==> src/rtl/cevero_mem_arbiter.sv <==
// rtl/cevero_mem_arbiter.sv - two-master req/gnt/rvalid arbiter sharing one memory slave
// Optional round-robin arbitration: define CEVERO_ARB_ROUND_ROBIN_EN (default: fixed priority, data wins).
module cevero_mem_arbiter #(
  parameter int ADDR_WIDTH      = 32,
  parameter int DATA_WIDTH      = 32,
  parameter int MAX_OUTSTANDING = 2
) (
  input  logic                    clk_i,
  input  logic                    rst_i,
  input  logic                    instr_req_i,
  output logic                    instr_gnt_o,
  output logic                    instr_rvalid_o,
  input  logic [ADDR_WIDTH-1:0]   instr_addr_i,
  output logic [DATA_WIDTH-1:0]   instr_rdata_o,
  input  logic                    data_req_i,
  output logic                    data_gnt_o,
  output logic                    data_rvalid_o,
  input  logic                    data_we_i,
  input  logic [DATA_WIDTH/8-1:0] data_be_i,
  input  logic [ADDR_WIDTH-1:0]   data_addr_i,
  input  logic [DATA_WIDTH-1:0]   data_wdata_i,
  output logic [DATA_WIDTH-1:0]   data_rdata_o,
  output logic                    mem_req_o,
  output logic                    mem_we_o,
  output logic [DATA_WIDTH/8-1:0] mem_be_o,
  output logic [ADDR_WIDTH-1:0]   mem_addr_o,
  output logic [DATA_WIDTH-1:0]   mem_wdata_o,
  input  logic                    mem_gnt_i,
  input  logic                    mem_rvalid_i,
  input  logic [DATA_WIDTH-1:0]   mem_rdata_i,
  output logic                    proto_err_o
);

  localparam int PTR_W = (MAX_OUTSTANDING > 1) ? $clog2(MAX_OUTSTANDING) : 1;
  localparam int CNT_W = $clog2(MAX_OUTSTANDING) + 1;

  localparam logic [1:0] IDLE   = 2'd0;
  localparam logic [1:0] LOCK_I = 2'd1;
  localparam logic [1:0] LOCK_D = 2'd2;

  logic [1:0]                 state, state_nxt;
  logic [MAX_OUTSTANDING-1:0] id_q;
  logic [PTR_W-1:0]           wr_ptr, rd_ptr;
  logic [CNT_W-1:0]           count;
  logic                       fifo_full, fifo_empty, allow, push, pop;
  logic                       sel_data, req_src, tie_data, head_id;

`ifdef CEVERO_ARB_ROUND_ROBIN_EN
  logic last_grant;
  assign tie_data = ~last_grant;

  always_ff @(posedge clk_i) begin
    if (rst_i)     last_grant <= 1'b0;
    else if (push) last_grant <= sel_data;
  end
`else
  assign tie_data = 1'b1;
`endif

  function automatic logic [PTR_W-1:0] ptr_inc(input logic [PTR_W-1:0] p);
    return (p == PTR_W'(MAX_OUTSTANDING - 1)) ? '0 : p + 1'b1;
  endfunction

  assign fifo_full  = (count == CNT_W'(MAX_OUTSTANDING));
  assign fifo_empty = (count == '0);
  assign head_id    = id_q[rd_ptr];
  assign pop        = ~rst_i & mem_rvalid_i & ~fifo_empty;
  // A same-cycle pop frees the slot the new grant will occupy.
  assign allow      = ~fifo_full | pop;

  always_comb begin
    sel_data = 1'b0;
    req_src  = 1'b0;
    case (state)
      LOCK_I: begin sel_data = 1'b0; req_src = instr_req_i; end
      LOCK_D: begin sel_data = 1'b1; req_src = data_req_i;  end
      default: begin
        sel_data = data_req_i & (~instr_req_i | tie_data);
        req_src  = instr_req_i | data_req_i;
      end
    endcase
  end

  assign mem_req_o   = ~rst_i & req_src & allow;
  assign push        = mem_req_o & mem_gnt_i;
  assign mem_we_o    = sel_data & data_we_i;
  assign mem_be_o    = sel_data ? data_be_i : '1;
  assign mem_addr_o  = sel_data ? data_addr_i : instr_addr_i;
  assign mem_wdata_o = sel_data ? data_wdata_i : '0;

  assign instr_gnt_o    = push & ~sel_data;
  assign data_gnt_o     = push & sel_data;
  assign instr_rvalid_o = pop & ~head_id;
  assign data_rvalid_o  = pop & head_id;
  assign instr_rdata_o  = mem_rdata_i;
  assign data_rdata_o   = mem_rdata_i;

  always_comb begin
    state_nxt = state;
    case (state)
      IDLE:    if (mem_req_o & ~mem_gnt_i) state_nxt = sel_data ? LOCK_D : LOCK_I;
      LOCK_I:  if (~instr_req_i | push) state_nxt = IDLE;
      LOCK_D:  if (~data_req_i | push) state_nxt = IDLE;
      default: state_nxt = IDLE;
    endcase
  end

  always_ff @(posedge clk_i) begin
    if (rst_i) begin
      state       <= IDLE;
      id_q        <= '0;
      wr_ptr      <= '0;
      rd_ptr      <= '0;
      count       <= '0;
      proto_err_o <= 1'b0;
    end else begin
      state <= state_nxt;
      if (push) begin
        id_q[wr_ptr] <= sel_data;
        wr_ptr       <= ptr_inc(wr_ptr);
      end
      if (pop) rd_ptr <= ptr_inc(rd_ptr);
      case ({push, pop})
        2'b10:   count <= count + 1'b1;
        2'b01:   count <= count - 1'b1;
        default: count <= count;
      endcase
      if (mem_rvalid_i & fifo_empty) proto_err_o <= 1'b1;
    end
  end

endmodule

==> config.mk <==
export PLATFORM = sky130hd
export DESIGN_NAME = cevero_mem_arbiter
export DESIGN_NICKNAME = d
export VERILOG_FILES = /design/src/rtl/cevero_mem_arbiter.sv
export SDC_FILE = /design/constraint.sdc
export NUM_CORES = 1
export LEC_CHECK = 0
export CAP_MARGIN = 20
export CORE_AREA = 2 2 107 109
export CTS_CLUSTER_SIZE = 24
export DETAILED_ROUTE_END_ITERATION = 8
export DIE_AREA = 0 0 109 111
export MAX_ROUTING_LAYER = met4
export PLACE_DENSITY = 0.6
export SYNTH_ARGS = -nofsm -noshare
export SYNTH_HDL_FRONTEND = slang
export SYNTH_SLANG_ARGS = --single-unit
==> constraint.sdc <==
create_clock -name clk_i -period 2.25 [get_ports clk_i]
set_input_delay 0.675 -clock clk_i [delete_from_list [all_inputs] [get_ports clk_i]]
set_output_delay 0.675 -clock clk_i [all_outputs]
set_load 0.005 [all_outputs]
==> results of run 1 <==
[timing repair]
item / 4_1_cts / 5_1_grt
buffers inserted: 18 / 18
cloned: 6 / 4
gates resized for setup: 304 / 116
pin swaps: 8 / 9
endpoints found under the setup margin: 76 / 73
hold endpoints to repair: 0 / 0
[cells in the mapped netlist, drive strengths merged (3+ instances only)]
cell type  number
nor3            3
ha              4
nor2b          36
buf            72
or2             5
inv             5
dfxtp           9
o21ai           3
mux2           33
nor2            9
[sequential cells by signal (all words and copies together) (netlist names)]
signal	count
proto_err_o	1
rd_ptr	1
count	2
wr_ptr	1
state	2
id_q	2
[kinds of logic after synthesis]
logic type | after synthesis | synth area share [%]
buffers and inverters | 78 | 33.3
AND/OR/NAND/NOR | 62 | 23.2
multiplexers | 35 | 23.6
AO/OA/AOI/OAI | 10 | 4.63
flip-flops | 9 | 10.8
adder cells (fa/ha/maj) | 4 | 2.99
XOR/XNOR | 3 | 1.57
[layout make-up]
| cell class | count | area [sq um] | area share [%] |
|---|---|---|---|
| multi-input cells | 114 | 1210 | 30.2 |
| well taps | 143 | 179 | 4.48 |
| inverters | 5 | 26.3 | 0.657 |
| flip-flops and latches | 9 | 183 | 4.57 |
| clock buffers | 4 | 78.8 | 1.97 |
| repair buffers | 240 | 2320 | 58.1 |
[worst paths after layout]
kind	start	to	slack [ns]
worst max-delay path	state[1]$_SDFFE_PP0P_	mem_addr_o[17]	-0.39
worst max register to register	state[1]$_SDFFE_PP0P_	count[1]$_SDFFE_PP0P_	-0.07
worst min-delay path	proto_err_o$_SDFFE_PP0P_	proto_err_o$_SDFFE_PP0P_	0.50
worst min register to register	proto_err_o$_SDFFE_PP0P_	proto_err_o$_SDFFE_PP0P_	0.50
[power by group through the flow]
stage / clock (uW) / sequential, uW / combinational (uW)
2_1_floorplan: 0 / 190 / 371
3_3_place_gp: 0 / 188 / 816
5_1_grt: 328 / 189 / 1200
6_report: 312 / 188 / 1120
4_1_cts: 320 / 187 / 988
3_5_place_dp: 0 / 189 / 819
[through the flow]
stage	util [%]	worst slack, ns	power [uW]
2_1_floorplan	-	0.0372	561
3_3_place_gp	29.9	-0.916	1000
3_5_place_dp	29.9	-0.924	1010
4_1_cts	33.7	-0.526	1500
5_1_grt	36.1	-0.461	1720
6_report	36.1	-0.395	1620
[worst register-to-register path: cells and delay by family, from the launching register on]
family	cells	cell delay [ns]
fa+ha+maj	2	0.48
compound gates	2	0.31
flops	1	0.33
simple gates	2	0.42
buf+inv	8	0.67
[metal layers]
metal | vias to the layer above | share of wire, % | global-route usage (%)
met1 | 907 | 40 | 14.3
met2 | 126 | 52 | 22.1
li1 | 940 | - | -
met5 | - | 0 | -
met3 | 9 | 7.0 | 1.94
met4 | 0 | 0.92 | 3.08
==> run summary, run 1 <==
The flow ran to the end, but the final reports show violations. The final reports fail on negative setup slack. The tools report the final antenna diode count as 0. The slowest stage of the critical path is the dfxtp_2 cell.

The number of max-cap violations was 0. The last weighted congestion value of the routability-driven placer is 0.768, and the I/O pin count is 278. The number of global-route vias before repair came out at 2118.

For the final clock skew, the log shows 0.00190 ns. The worst hold path was traced through 2 stages. After synthesis, the netlist uses 32 different library cells. The hold slack is 0.499 ns, and the number of setup violations in the final report is 73. Counting flops with an async set or reset pin after synthesis yields a share of 0%. The delay of the slowest cell on the worst path was 0.33 ns; the total internal power was 1170 uW. The logs give 1.97 ns for the critical path data arrival time and 8.07 mm for the final wirelength. In the final layout, the share of cells above drive strength 1 is 55.6%. The most used flip-flop cell after synthesis was dfxtp_1. The number of buffers added to fix hold violations after cts came out at 0. From synthesis to final layout, the design area changed by 139%. The final critical path takes up 118% of the cycle.

The average instance in the mapped netlist occupies 8.34 sq um. The placement row count was 39; the placeable core region was 11100 sq um. The data required time of the worst path is 1.57 ns, and the overflow left after global routing is 0. After layout, the minimum clock period comes to 2.64 ns. The count of cells in the finished layout, fillers not included, comes to 515. Counting flops with a built-in enable in the synthesized netlist gives 0. CTS saw 9 sinks. The routed layout has 1982 vias. The critical path goes through inv_2 > ha_4 > mux2i_4 > buf_6 > buf_16 > buf_6 > mux2_4 > buf_6. In the routed design, unresolved DRC markers number 0. The filler cells instantiated in the layout total 1099. Clock-pin slew was measured on the worst setup and hold paths at 0.04 ns. Leaving out fill and tap cells, the most frequent cell in the layout is clkdlybuf4s50_1. The static leakage is 0.00183 uW.

Adding up every negative setup slack in the final design gives -20.99 ns. Of the total power, the share spent switching nets is 28.3%. For the pin with the worst max-slew slack, the measured transition is 0.281 ns. The clock network is responsible for 19.2% of the overall power. The tools report the CTS H-tree depth as 1.

In the synthesized netlist, the number of instances is 201. For the combinational fraction of design power, the log shows 69.2%. In this run the cell area of the synthesized design comes to 1680 sq um.

The run gives 2 as the number of buffers on the longest clock path. Setup repair after global routing could not meet its margin everywhere. The normalized max-slew margin was 81.1%. The instance count on the critical path was 8.

Of the synthesized area, sequential elements account for 10.8%. The worst setup path is captured at an output pin. Number of iterations in the first detailed-routing pass: 5. The tools report the master cell of the clock root buffer as clkbuf_16.

Sequential cells burn 11.6% of the power. Counting every net in the synthesized netlist gives 344. The number of input and output port buffers inserted is 181. STA classifies the critical path startpoint as a flop.

By instance count, the cell type seen most on the critical path is buf_6. The wire-length estimate of the detail-placed layout is 5.76 mm. Dividing the detail-routed wire length by the instance count gives 15.7 microns.

Leaving out fill and tap cells, the most frequent cells in the layout are clkdlybuf4s50_1 (103), buf_6 (42), mux2_4 (29). In this run the power spent charging and discharging nets is 460 uW. The run gives 0 as the number of nets still failing antenna checks after routing.

The highest attainable clock frequency is 0.378 GHz, and the initial antenna violation count is 0. The floorplan step defined a die boundary enclosing 12100 sq um. The floorplan step set the die width to 109 microns. Along the worst path, the maximum fanout reaches 5. The first global-routing pass estimated 11.3 mm of wire. The max-slew violation count is 0, and the number of buffers created by CTS is 3. The tools report the maximum number of pins on one net before global-route repair as 11.

TritonCTS built the clock tree. The first routing iteration left 46 violations. The run gives -0.395 ns as the final setup slack of the worst path.

The cell taking the most area after synthesis was buf_4. Number of hold violations in the final report: 0. Dividing total power by cell area gives a power density of 406 nW/um^2.

From bottom edge to top edge, the die measures 111 microns. Total placed instance area: 3310 sq um. The category of cells accounting for the largest share of critical-path delay is buffers and inverters.

Once the floorplan was initialized, standard cells occupied 15.1% of the core. The finished cells cover 4000 sq um. The kind of path behind the tightest hold check was flop to flop.

After synthesis, the largest area contributor takes up 29.1% of total cell area. For the placed instance count, the log shows 472. The worst register-to-register path has a depth of 14.

By startpoint and endpoint, the worst setup path is classified as flop to output pin. The overall fraction of global-route tracks in use is 12.4%, and the buffering stage count on the worst path with inverters included is 5. Using the TritonRoute via totals, the vias-per-cell ratio works out to 3.85. Yosys attributes the largest share of cell area to buf_4 (29%), mux2_2 (22%), nor2b_1 (13%), dfxtp_1 (11%), ha_1 (3.0%). After the last flow step, the layout net total stands at 516.

The number of synthesis warnings was 0; the largest voltage drop on the vdd net was 0.461 mV. The clock reaches the later pin of the worst-skew pair after 0.23 ns. Synthesis inferred 9 register bits.
Note: power is estimated with default switching activity, not from simulation.
==> run 2, diff against run 1 <==
Settings changed: HOLD_SLACK_MARGIN from default to 0.08.
==> results of run 2 <==
No change in the layout: final DEF, timing and power equal those of run 1.
==> run 3, diff against run 2 <==
Settings changed: CORE_AREA 2 2 107 109 to default, CORE_MARGIN from default to 8, CORE_UTILIZATION from default to 20, DIE_AREA 0 0 109 111 to default, PLACE_DENSITY 0.6 to 0.76.
==> run summary, run 3 (same netlist as run 1, synthesis figures left out) <==
The flow ran to the end, but the final reports show violations. The final reports fail on negative setup slack. In this design, the largest share of critical-path delay is due to buffers and inverters. The area added between synthesis and finish is 137%. The run gives 0 as the number of buffers added to fix hold violations after cts. Combinational logic is responsible for 75.6% of the overall power.

The detailed-route DRC error count is 0, and the setup slack of the worst register-to-register path is -0.06 ns. Registers are responsible for 12.3% of the overall power. The share of the cycle needed by the critical path after routing was 120%. The number of cells on the worst reg-to-reg path came out at 13. STA classifies the critical path endpoint as an output pin.

For this configuration, the core starts out at a cell density of 20.5%. The transition time of the tightest slew-check pin came out at 0.249 ns. Busiest metal layer after global routing: met2. Measured along the x axis, the die boundary spans 108 microns. STA puts the critical path data required time at 1.57 ns. Max-cap violations in this run came to 0. The total number of nets in the final design was 514.

The logs give 83.3% for the normalized max-slew margin and 41 for the number of violations reported at the end of detailed-routing iteration 0. The total overflow left after global routing is 0. The tools report the detailed-route via count as 1968. Routability-driven placement finished with a final weighted congestion of 0.851.

The number of hold violations in the final report was 0. Row generation in the floorplan step produced 33 rows. In this run switching power makes up 29.9% of total power. In this run the deepest clock path goes through 2 buffers. Counting the fill cells in the layout gives 738. For this run, global-route usage on met3 was measured as 4.19%. The tools report the first-pass GRT wire length as 13.7 mm.

For the worst setup path, the data arrival time is 2.02 ns. The logs give 0 for the number of nets still failing antenna checks after routing and -22.89 ns for the accumulated negative setup slack. Clock tree synthesis selected as its root buffer the cell clkbuf_8.

The largest registers in the layout are count: 2 flops, id_q: 2 flops, state: 2 flops. The final clock skew was 0.00294 ns; the switching power was 457 uW. Global routing used 16.5% of the available met1 tracks.

The tools report the startpoint class of the critical path as a flop. In this run the worst path has a maximum fanout of 7. After detailed routing, the number of vias per cell comes to 4.14. The floorplan step defined a die boundary enclosing 11600 sq um. The tools report the final setup slack of the worst path as -0.443 ns. Dividing the detail-routed wire length by the instance count gives 20.1 microns. The logs give 3 for the number of iterations in the first detailed-routing pass and 3280 sq um for the total placed instance area. The largest single stage delay on the critical path is 0.33 ns. The number of buffers created by CTS is 3, and the instance count on the critical path is 9. The cell that appears most often on the critical path is buf_6. Most frequent standard cell in the layout excluding fill and tap cells: clkdlybuf4s50_1. Summed over all layers, the routed wires come to 9.54 mm.

CTS clock-pin slew for the worst setup and hold paths: 0.05 ns. The number of setup violations in the final report is 73. In the layout the commonest cells are clkdlybuf4s50_1 (103), buf_6 (58), buf_2 (35). The insertion delay of the later-clocked pin in the worst-skew pair was 0.23 ns; the static leakage was 0.00184 uW. Global routing used 15.7% of the available tracks. Clock tree synthesis found a total of 9 sinks.

Detailed placement ended at an HPWL of 7.14 mm. During I/O placement, the number of pins put on the boundary was 278. Of the total power, the clock network draws 12.0%.

Among all stages on the critical path, the largest delay is contributed by dfxtp_2. The number of antenna diodes in the final layout is 0. The number of input and output port buffers inserted is 181. Based on the critical path, the design can be clocked at up to 0.371 GHz. The clock period minus worst slack is 2.69 ns, and the power per unit of standard cell area is 385 nW/um^2. The worst setup path is of the flop to output pin kind.

The path class of the tightest hold or removal check is flop to flop. Entering global routing, the biggest net connects 11 pins. In the final layout, the share of cells above drive strength 1 is 55.9%. In the global route stage, met2 resource usage came out at 29.3%. Internal power comes to 1070 uW. The initial antenna violation count was 0.

The max-slew violation count was 0; the largest voltage drop on the vdd net was 0.126 mV. For the number of global-route vias before repair, the log shows 2286. Summing all non-filler instances in the final layout gives an area of 3970 sq um. Setup repair after global routing could not meet its margin everywhere.

The tools report the placeable core region as 8180 sq um. Together, buffers and inverters on the worst path number 6. The tools report the CTS H-tree depth as 1.

TritonCTS built the clock tree. The worst hold path passes through 2 cells. Walking the worst path, the cells encountered are inv_2 > ha_4 > mux2i_4 > buf_6 > buf_6 > buf_6 > buf_16 > mux2_4 > buf_6. The floorplan step set the die height to 108 microns.
run 3: cell types whose count changed in the layout (fill, tap and decap cells not counted), sizes merged:
cell	before	now
clkdlybuf4s15	2	0
buf	106	132
dlygate4sd2	1	0
clkbuf	32	7
run 3: routing by layer:
metal  vias to the layer above  part of all wire (%)
met5                         -                     0
met2                       113                    57
met3                         2                   6.3
li1                        933                     -
met1                       920                    36
met4                         0                 0.052
run 3: area by class of cell:
| cell class | instances | area (sq um) | area share [%] |
|---|---|---|---|
| tap | 105 | 131 | 3.31 |
| clock buffer | 4 | 45.0 | 1.13 |
| inverter | 5 | 21.3 | 0.536 |
| sequential | 9 | 183 | 4.60 |
| timing repair buffer | 238 | 2340 | 59.1 |
| multi-input combinational | 114 | 1240 | 31.4 |
run 3: path summary, 6_finish.rpt:
check	to	from
setup / recovery	mem_addr_o[17]	state[1]$_SDFFE_PP0P_
hold / removal	proto_err_o$_SDFFE_PP0P_	proto_err_o$_SDFFE_PP0P_
setup reg to reg	count[1]$_SDFFE_PP0P_	state[1]$_SDFFE_PP0P_
hold reg to reg	proto_err_o$_SDFFE_PP0P_	proto_err_o$_SDFFE_PP0P_
run 3: repair_timing:
item,CTS,global route
pin swaps,7,5
gates cloned,7,0
gates resized for setup,412,53
setup endpoints to repair,76,76
setup buffers,31,8
run 3: worst reg2reg max path, cell delays in order, from the launching register on:
cell	delay, ns
dfxtp_2	0.33
inv_2	0.05
ha_4	0.28
buf_4	0.13
nor3_4	0.04
nor3_2	0.18
and3_4	0.23
inv_4	0.04
buf_4	0.12
buf_4	0.13
ha_4	0.15
xnor2_1	0.12
or3_1	0.31
a21oi_1	0.12
run 3: per-stage QoR:
stage | worst slack, ns | cells | total power, uW | utilization (%) | hold slack, ns
2_1_floorplan | 0.0372 | 201 | 561 | - | 0.460
5_1_grt | -0.510 | 475 | 1610 | 48.6 | 0.478
3_3_place_gp | -0.883 | 434 | 1010 | 40.1 | 0.452
4_1_cts | -0.474 | 476 | 1490 | 47.2 | 0.480
6_report | -0.443 | 475 | 1530 | 48.6 | 0.470
3_5_place_dp | -0.906 | 434 | 1020 | 40.1 | 0.470
run 3: power groups by stage:
| stage | registers (uW) | clock network, uW | logic (uW) |
|---|---|---|---|
| 2_1_floorplan | 190 | 0 | 371 |
| 3_3_place_gp | 188 | 0 | 824 |
| 3_5_place_dp | 189 | 0 | 835 |
| 4_1_cts | 189 | 185 | 1120 |
| 5_1_grt | 189 | 198 | 1220 |
| 6_report | 188 | 184 | 1160 |
